$ cat src/rtl/amba3_axi_wr_arbiter_pkg.sv
// Shared AMBA3 AXI types for the write/read-path arbiters: burst and response
// encodings, the AW control payload, and the round-robin pointer helper.
package pkg_amba3;

    typedef enum logic [1:0] {
        BURST_FIXED = 2'b00,
        BURST_INCR  = 2'b01,
        BURST_WRAP  = 2'b10
    } burst_t;

    typedef enum logic [1:0] {
        RESP_OKAY   = 2'b00,
        RESP_EXOKAY = 2'b01,
        RESP_SLVERR = 2'b10,
        RESP_DECERR = 2'b11
    } resp_t;

    typedef struct packed {
        logic [3:0] len;
        logic [2:0] size;
        burst_t     burst;
    } aw_ctrl_t;

    // Index following idx, wrapping at n (n need not be a power of two).
    function automatic int rr_next(input int idx, input int n);
        return (idx + 1 >= n) ? 0 : idx + 1;
    endfunction

endpackage

$ cat src/rtl/amba3_axi_idx_fifo.sv
// Small synchronous FIFO of master indices; records grant order so the data
// channel follows the address channel.
module amba3_axi_idx_fifo #(
    parameter int WIDTH = 1,
    parameter int DEPTH = 4
) (
    input  logic             clk,
    input  logic             rst_n,
    input  logic             push,
    input  logic [WIDTH-1:0] din,
    input  logic             pop,
    output logic [WIDTH-1:0] dout,
    output logic             full,
    output logic             empty
);

    localparam int PW = (DEPTH > 1) ? $clog2(DEPTH) : 1;

    logic [PW:0]      wr_ptr_r;
    logic [PW:0]      rd_ptr_r;
    logic [WIDTH-1:0] mem_r [DEPTH];
    logic             do_push_s;
    logic             do_pop_s;

    // Push into a full FIFO is only legal when the head leaves in the same cycle.
    assign do_push_s = push & (~full | pop);
    assign do_pop_s  = pop & ~empty;

    assign full  = (wr_ptr_r[PW] != rd_ptr_r[PW]) && (wr_ptr_r[PW-1:0] == rd_ptr_r[PW-1:0]);
    assign empty = (wr_ptr_r == rd_ptr_r);
    assign dout  = mem_r[rd_ptr_r[PW-1:0]];

    // Storage and pointer update.
    always_ff @(posedge clk or negedge rst_n) begin
        if (!rst_n) begin
            wr_ptr_r <= '0;
            rd_ptr_r <= '0;
            for (int i = 0; i < DEPTH; i++) begin
                mem_r[i] <= '0;
            end
        end else begin
            if (do_push_s) begin
                mem_r[wr_ptr_r[PW-1:0]] <= din;
                wr_ptr_r <= wr_ptr_r + (PW+1)'(1);
            end
            if (do_pop_s) begin
                rd_ptr_r <= rd_ptr_r + (PW+1)'(1);
            end
        end
    end

endmodule

$ cat src/rtl/amba3_axi_wr_arbiter.sv
// N:1 AXI3 write arbiter: round-robin AW with index-tagged AWID, W steered in
// grant order through an index FIFO, B returned by the AWID index prefix.
module amba3_axi_wr_arbiter
    import pkg_amba3::*;
#(
    parameter int NUM_MASTERS = 2,
    parameter int TXID_SIZE   = 4,
    parameter int ADDR_SIZE   = 32,
    parameter int DATA_SIZE   = 128,
    parameter int FIFO_DEPTH  = 4,
    parameter int MIDX_SIZE   = (NUM_MASTERS > 2) ? $clog2(NUM_MASTERS) : 1
) (
    input  logic                             aclk,
    input  logic                             areset_n,
    input  logic [NUM_MASTERS-1:0]           s_awvalid,
    output logic [NUM_MASTERS-1:0]           s_awready,
    input  logic [NUM_MASTERS*TXID_SIZE-1:0] s_awid,
    input  logic [NUM_MASTERS*ADDR_SIZE-1:0] s_awaddr,
    input  logic [NUM_MASTERS*4-1:0]         s_awlen,
    input  logic [NUM_MASTERS*3-1:0]         s_awsize,
    input  logic [NUM_MASTERS*2-1:0]         s_awburst,
    input  logic [NUM_MASTERS-1:0]           s_wvalid,
    output logic [NUM_MASTERS-1:0]           s_wready,
    input  logic [NUM_MASTERS*DATA_SIZE-1:0] s_wdata,
    input  logic [NUM_MASTERS*DATA_SIZE/8-1:0] s_wstrb,
    input  logic [NUM_MASTERS-1:0]           s_wlast,
    output logic [NUM_MASTERS-1:0]           s_bvalid,
    input  logic [NUM_MASTERS-1:0]           s_bready,
    output logic [TXID_SIZE-1:0]             s_bid,
    output logic [1:0]                       s_bresp,
    output logic                             m_awvalid,
    input  logic                             m_awready,
    output logic [TXID_SIZE+MIDX_SIZE-1:0]   m_awid,
    output logic [ADDR_SIZE-1:0]             m_awaddr,
    output logic [3:0]                       m_awlen,
    output logic [2:0]                       m_awsize,
    output logic [1:0]                       m_awburst,
    output logic                             m_wvalid,
    input  logic                             m_wready,
    output logic [DATA_SIZE-1:0]             m_wdata,
    output logic [DATA_SIZE/8-1:0]           m_wstrb,
    output logic                             m_wlast,
    input  logic                             m_bvalid,
    output logic                             m_bready,
    input  logic [TXID_SIZE+MIDX_SIZE-1:0]   m_bid,
    input  logic [1:0]                       m_bresp,
    output logic                             err_bid
);

    localparam int IDW  = TXID_SIZE + MIDX_SIZE;
    localparam int STRB = DATA_SIZE / 8;

    logic [TXID_SIZE-1:0] awid_a  [NUM_MASTERS];
    logic [ADDR_SIZE-1:0] awaddr_a[NUM_MASTERS];
    aw_ctrl_t             ctrl_a  [NUM_MASTERS];
    logic [DATA_SIZE-1:0] wdata_a [NUM_MASTERS];
    logic [STRB-1:0]      wstrb_a [NUM_MASTERS];

    for (genvar i = 0; i < NUM_MASTERS; i++) begin : g_unpack
        assign awid_a[i]   = s_awid[i*TXID_SIZE +: TXID_SIZE];
        assign awaddr_a[i] = s_awaddr[i*ADDR_SIZE +: ADDR_SIZE];
        assign ctrl_a[i]   = {s_awlen[i*4 +: 4], s_awsize[i*3 +: 3], s_awburst[i*2 +: 2]};
        assign wdata_a[i]  = s_wdata[i*DATA_SIZE +: DATA_SIZE];
        assign wstrb_a[i]  = s_wstrb[i*STRB +: STRB];
    end

    logic                 run_r;
    logic [MIDX_SIZE-1:0] rr_ptr_r;
    logic                 m_awvalid_r;
    logic [MIDX_SIZE-1:0] aw_idx_r;
    logic [TXID_SIZE-1:0] aw_id_r;
    logic [ADDR_SIZE-1:0] aw_addr_r;
    aw_ctrl_t             aw_ctrl_r;
    logic                 err_bid_r;

    logic                 hi_found_s, lo_found_s, found_s;
    logic [MIDX_SIZE-1:0] hi_idx_s, lo_idx_s, winner_s;
    logic                 slot_free_s, aw_accept_s;
    logic                 fifo_full_s, fifo_empty_s, w_pop_s;
    logic [MIDX_SIZE-1:0] head_s;
    logic [MIDX_SIZE-1:0] bidx_s;
    logic                 bidx_bad_s;

    // Outputs stay quiet until the first clock after reset release.
    always_ff @(posedge aclk or negedge areset_n) begin
        if (!areset_n) begin
            run_r <= 1'b0;
        end else begin
            run_r <= 1'b1;
        end
    end

    // Round-robin pick: lowest requester at/above the pointer, else lowest overall.
    always_comb begin
        hi_found_s = 1'b0;
        lo_found_s = 1'b0;
        hi_idx_s   = '0;
        lo_idx_s   = '0;
        for (int i = NUM_MASTERS - 1; i >= 0; i--) begin
            if (s_awvalid[i] && (i >= int'(rr_ptr_r))) begin
                hi_found_s = 1'b1;
                hi_idx_s   = MIDX_SIZE'(i);
            end else if (s_awvalid[i]) begin
                lo_found_s = 1'b1;
                lo_idx_s   = MIDX_SIZE'(i);
            end else begin
                lo_found_s = lo_found_s;
            end
        end
    end

    assign found_s     = hi_found_s | lo_found_s;
    assign winner_s    = hi_found_s ? hi_idx_s : lo_idx_s;
    assign slot_free_s = ~m_awvalid_r | m_awready;
    assign aw_accept_s = run_r & found_s & slot_free_s & ~fifo_full_s;

    // Only the winner sees ready.
    always_comb begin
        s_awready           = '0;
        s_awready[winner_s] = aw_accept_s;
    end

    // One-entry AW output register and pointer advance.
    always_ff @(posedge aclk or negedge areset_n) begin
        if (!areset_n) begin
            m_awvalid_r <= 1'b0;
            aw_idx_r    <= '0;
            aw_id_r     <= '0;
            aw_addr_r   <= '0;
            aw_ctrl_r   <= '0;
            rr_ptr_r    <= '0;
        end else if (aw_accept_s) begin
            m_awvalid_r <= 1'b1;
            aw_idx_r    <= winner_s;
            aw_id_r     <= awid_a[winner_s];
            aw_addr_r   <= awaddr_a[winner_s];
            aw_ctrl_r   <= ctrl_a[winner_s];
            rr_ptr_r    <= MIDX_SIZE'(rr_next(int'(winner_s), NUM_MASTERS));
        end else if (m_awready) begin
            m_awvalid_r <= 1'b0;
        end else begin
            m_awvalid_r <= m_awvalid_r;
        end
    end

    assign m_awvalid = m_awvalid_r;
    assign m_awid    = {aw_idx_r, aw_id_r};
    assign m_awaddr  = aw_addr_r;
    assign m_awlen   = aw_ctrl_r.len;
    assign m_awsize  = aw_ctrl_r.size;
    assign m_awburst = aw_ctrl_r.burst;

    amba3_axi_idx_fifo #(
        .WIDTH (MIDX_SIZE),
        .DEPTH (FIFO_DEPTH)
    ) u_idx_fifo (
        .clk   (aclk),
        .rst_n (areset_n),
        .push  (aw_accept_s),
        .din   (winner_s),
        .pop   (w_pop_s),
        .dout  (head_s),
        .full  (fifo_full_s),
        .empty (fifo_empty_s)
    );

    // W is steered from the oldest granted master only.
    always_comb begin
        s_wready = '0;
        m_wdata  = wdata_a[head_s];
        m_wstrb  = wstrb_a[head_s];
        m_wlast  = s_wlast[head_s];
        if (run_r && !fifo_empty_s) begin
            m_wvalid         = s_wvalid[head_s];
            s_wready[head_s] = m_wready;
        end else begin
            m_wvalid = 1'b0;
        end
    end

    assign w_pop_s = m_wvalid & m_wready & m_wlast;

    assign bidx_s     = m_bid[IDW-1 -: MIDX_SIZE];
    assign bidx_bad_s = (int'(bidx_s) >= NUM_MASTERS);
    assign s_bid      = m_bid[TXID_SIZE-1:0];
    assign s_bresp    = m_bresp;

    // B return path; unknown indices are sunk so the slave never stalls.
    always_comb begin
        s_bvalid = '0;
        m_bready = 1'b0;
        if (!run_r) begin
            m_bready = 1'b0;
        end else if (bidx_bad_s) begin
            m_bready = 1'b1;
        end else begin
            s_bvalid[bidx_s] = m_bvalid;
            m_bready         = s_bready[bidx_s];
        end
    end

    // One pulse per dropped B beat.
    always_ff @(posedge aclk or negedge areset_n) begin
        if (!areset_n) begin
            err_bid_r <= 1'b0;
        end else begin
            err_bid_r <= run_r & m_bvalid & bidx_bad_s;
        end
    end

    assign err_bid = err_bid_r;

endmodule

$ cat config.mk
export PLATFORM = sky130hd
export DESIGN_NAME = amba3_axi_wr_arbiter
export DESIGN_NICKNAME = d
export VERILOG_FILES = /design/src/rtl/amba3_axi_wr_arbiter_pkg.sv /design/src/rtl/amba3_axi_idx_fifo.sv /design/src/rtl/amba3_axi_wr_arbiter.sv
export SDC_FILE = /design/constraint.sdc
export NUM_CORES = 1
export LEC_CHECK = 0
export BUFFER_PORTS_ARGS = -buffer_cell sky130_fd_sc_hd__buf_4
export CORE_AREA = 2 2 236 238
export DETAILED_ROUTE_END_ITERATION = 8
export DIE_AREA = 0 0 238 240
export SETUP_SLACK_MARGIN = 0.2
export SYNTH_ARGS = -nofsm -noshare
export SYNTH_HDL_FRONTEND = slang
export SYNTH_SLANG_ARGS = --single-unit
$ cat constraint.sdc
create_clock -name aclk -period 4.2 [get_ports aclk]
set_clock_uncertainty 0.05 [all_clocks]
set_input_delay 1.26 -clock aclk [delete_from_list [all_inputs] [get_ports aclk]]
set_output_delay 1.26 -clock aclk [all_outputs]
set_load 0.01 [all_outputs]
==> results.toml <==
[logic_synthesis]
async_flop_share_pct = 100.0
yosysMostFrequentCell = "mux2_2"
ys_ff_latch = 59
synth_flop_cell = "dfrtp_1"
syn_inst = 487
synth_top_area_cell = "mux2_2"
syn_nets = 890
synthTopCellsByArea = "mux2_2 37%, dfrtp_1 32%, nand2_1 8.0%"
yosysUniqueCellTypes = 32
syn_area_sq_um = 4559
yosysWarnings = 0
yosysSeqAreaShare_pct = 32.38
synth-edff-count = 0
yosys.area.top_type_share_pct = 36.55
avgSynthCellArea_sq_um = 9.362
yosys-top-cells-count = "148 x mux2_2, 97 x nand2_1, 59 x dfrtp_1"

[timing]
worstMarginPinSlew_ns = 1.051
hold_viol = 0
slew_headroom_pct = 29.04
final_period_minus_worst_setup_slack_ns = 3.919
rsz0062_at_grt = "false"
finalMaxSlewViolations = 0
post-route-period-util_pct = 93.30
setup_viol = 0
finalWorstSetupSlack_ns = 0.2813
fin_setup_tns_ns = 0
fmax_mhz = 255.2

[clock_tree]
clk_path_buf_depth = 2
clock-sinks = 59
cts-root-buf = "clkbuf_16"
clock_latency_ns = 0.34
cts-buffers-inserted = 9
htree_levels = 3
ctsHoldBuffers = 0
ctsResizeCount = 0
cts_tree = "yes"
cts.clk_slew.worst_paths_ns = 0.07
postCtsSetupBuffers = 2

[route]
drc = 0
vias = 6183
ant_nets = 0
drt_pass1_iterations = 4
drt-total-wl_um = 37750
wl_per_cell_um = 21.27
via_per_inst = 3.483
drt_first_iter_violations = 172

[floorplanning]
core_area_sq_um = 54660
dieArea_sq_um = 57120
initial_utilization_pct = 8.341
fp.dieH_um = 240
row_count = 86
pin_count = 605
die_x_um = 238

[power_and_ir_drop]
finalPower_mw = 6.958
p_per_area_nw_per_um2 = 685.4
p_leak_nw = 4.844
irDropWorstVdd_mv = 0.4217

[worst_setup_path]
end_kind = "output port"
cp.required_ns = 2.89
cp-start-kind = "flop"
critical_path_class = "flop to output port"
crit_fanout = 78
arrival_ns = 2.61

[run_status]
status = "finished clean"

[global_route]
grt_max_degree = 91
grtUsageTotal_pct = 12.25
grt_pass1_wl_um = 47910
grt_overflow = 0
antenna_found_initial = 27
grt_pass1_vias = 6236

[place]
place_ws_ns = 0.5360
port_buffers = 591
gp_congestion = 0.9024
dp_hpwl_um = 33990

[cells_and_area]
syn_to_final_growth_pct = 122.6
drive_gt1_share_pct = 72.64
nNetsFinal = 1458

[hold_path]
hp-class = "flop to flop"

[run]
cap_violations = 0
[critical path: stages (launching register included)]
cell and delay (ns):
dfrtp_1 0.43, mux4_4 0.71, buf_12 0.22, buf_12 0.29, mux2_2 0.31, buf_4 0.15
[stage by stage]
stage	cells	area, sq um	utilization, %	hold slack [ns]
2_1_floorplan	487	4559	-	0.4010
3_3_place_gp	1746	9783	17.90	0.4320
3_5_place_dp	1746	9783	17.90	0.4387
4_1_cts	1764	10120	18.52	0.4570
5_1_grt	1773	10150	18.56	0.4793
6_report	1775	10150	18.57	0.4520
[final cells by class]
cell class,instances,area [sq um]
Fill cell,6145,44510
Timing Repair Buffer,601,4549
Multi-Input combinational cell,378,2869
Sequential cell,59,1476
Tap cell,704,880.8
Clock buffer,9,225.2
Clock inverter,7,100.1
Antenna cell,11,27.53
Inverter,6,22.52
[sequential cells by signal, summed over array words and instances, names as in the netlist, 2 cells and up]
name	count
aw_id_r	4
m_awaddr	32
m_awburst	2
m_awlen	4
m_awsize	3
u_idx_fifo.mem_r	4
u_idx_fifo.rd_ptr_r	3
u_idx_fifo.wr_ptr_r	3
[path summary, 6_finish.rpt]
check | slack [ns] | cells past startpoint | endpoint | from
max | 0.28 | 5 | m_wdata[60] | u_idx_fifo.rd_ptr_r[0]$_DFFE_PN0P_
max in group asynchronous | 2.61 | 1 | aw_id_r[1]$_DFFE_PN0P_ | areset_n
max reg2reg | 1.71 | 5 | u_idx_fifo.rd_ptr_r[1]$_DFFE_PN0P_ | u_idx_fifo.rd_ptr_r[0]$_DFFE_PN0P_
min reg2reg | 0.45 | 1 | aw_idx_r$_DFFE_PN0P_ | aw_idx_r$_DFFE_PN0P_
min | 0.45 | 1 | aw_idx_r$_DFFE_PN0P_ | aw_idx_r$_DFFE_PN0P_
min in group asynchronous | 0.96 | 1 | m_awlen[0]$_DFFE_PN0P_ | areset_n
[routing by layer]
metal	vias to the layer above	global-route usage (%)	wire (um)
li1	2848	-	-
met1	2888	12.45	13440
met2	370	20.75	18550
met3	63	6.315	4451
met4	14	5.985	1228
met5	-	0	90
[cells by family after synthesis]
logic type | share of synthesized area (%)
flip-flops | 32.38
AO/OA/AOI/OAI | 7.931
XOR/XNOR | 1.537
AND/OR/NAND/NOR | 13.17
other | 0.1647
multiplexers | 37.95
adder cells (fa/ha/maj) | 1.372
buffers and inverters | 5.488
[report_power, final]
group          total [mW]  switching, mW  internal [mW]
Sequential           1.05          0.199          0.848
Combinational        5.08           2.42           2.66
Clock               0.828          0.303          0.525
Total                6.96           2.92           4.04
[placed cells by master, fill, tap and decap left out, types with 2 or more instances in the layout]
master     netlist  final
inv_1            6      6
ha_1             5      5
o311ai_0         2      2
xor2_1           5      5
clkbuf_16        0      9
nand2_1         97     97
dfrtp_1         59     59
inv_6            0      2
a31oi_1         45     45
o31ai_1          2      2
mux2_2         148    148
xnor2_1          3      3
buf_4            8    598
clkinv_4         0      2
buf_12           0      3
mux2i_1          3      3
bufinv_16        0      2
nor2_1          50     50
diode_2          0     11
conb_1           2      2
(Power assumes the default switching activity.)
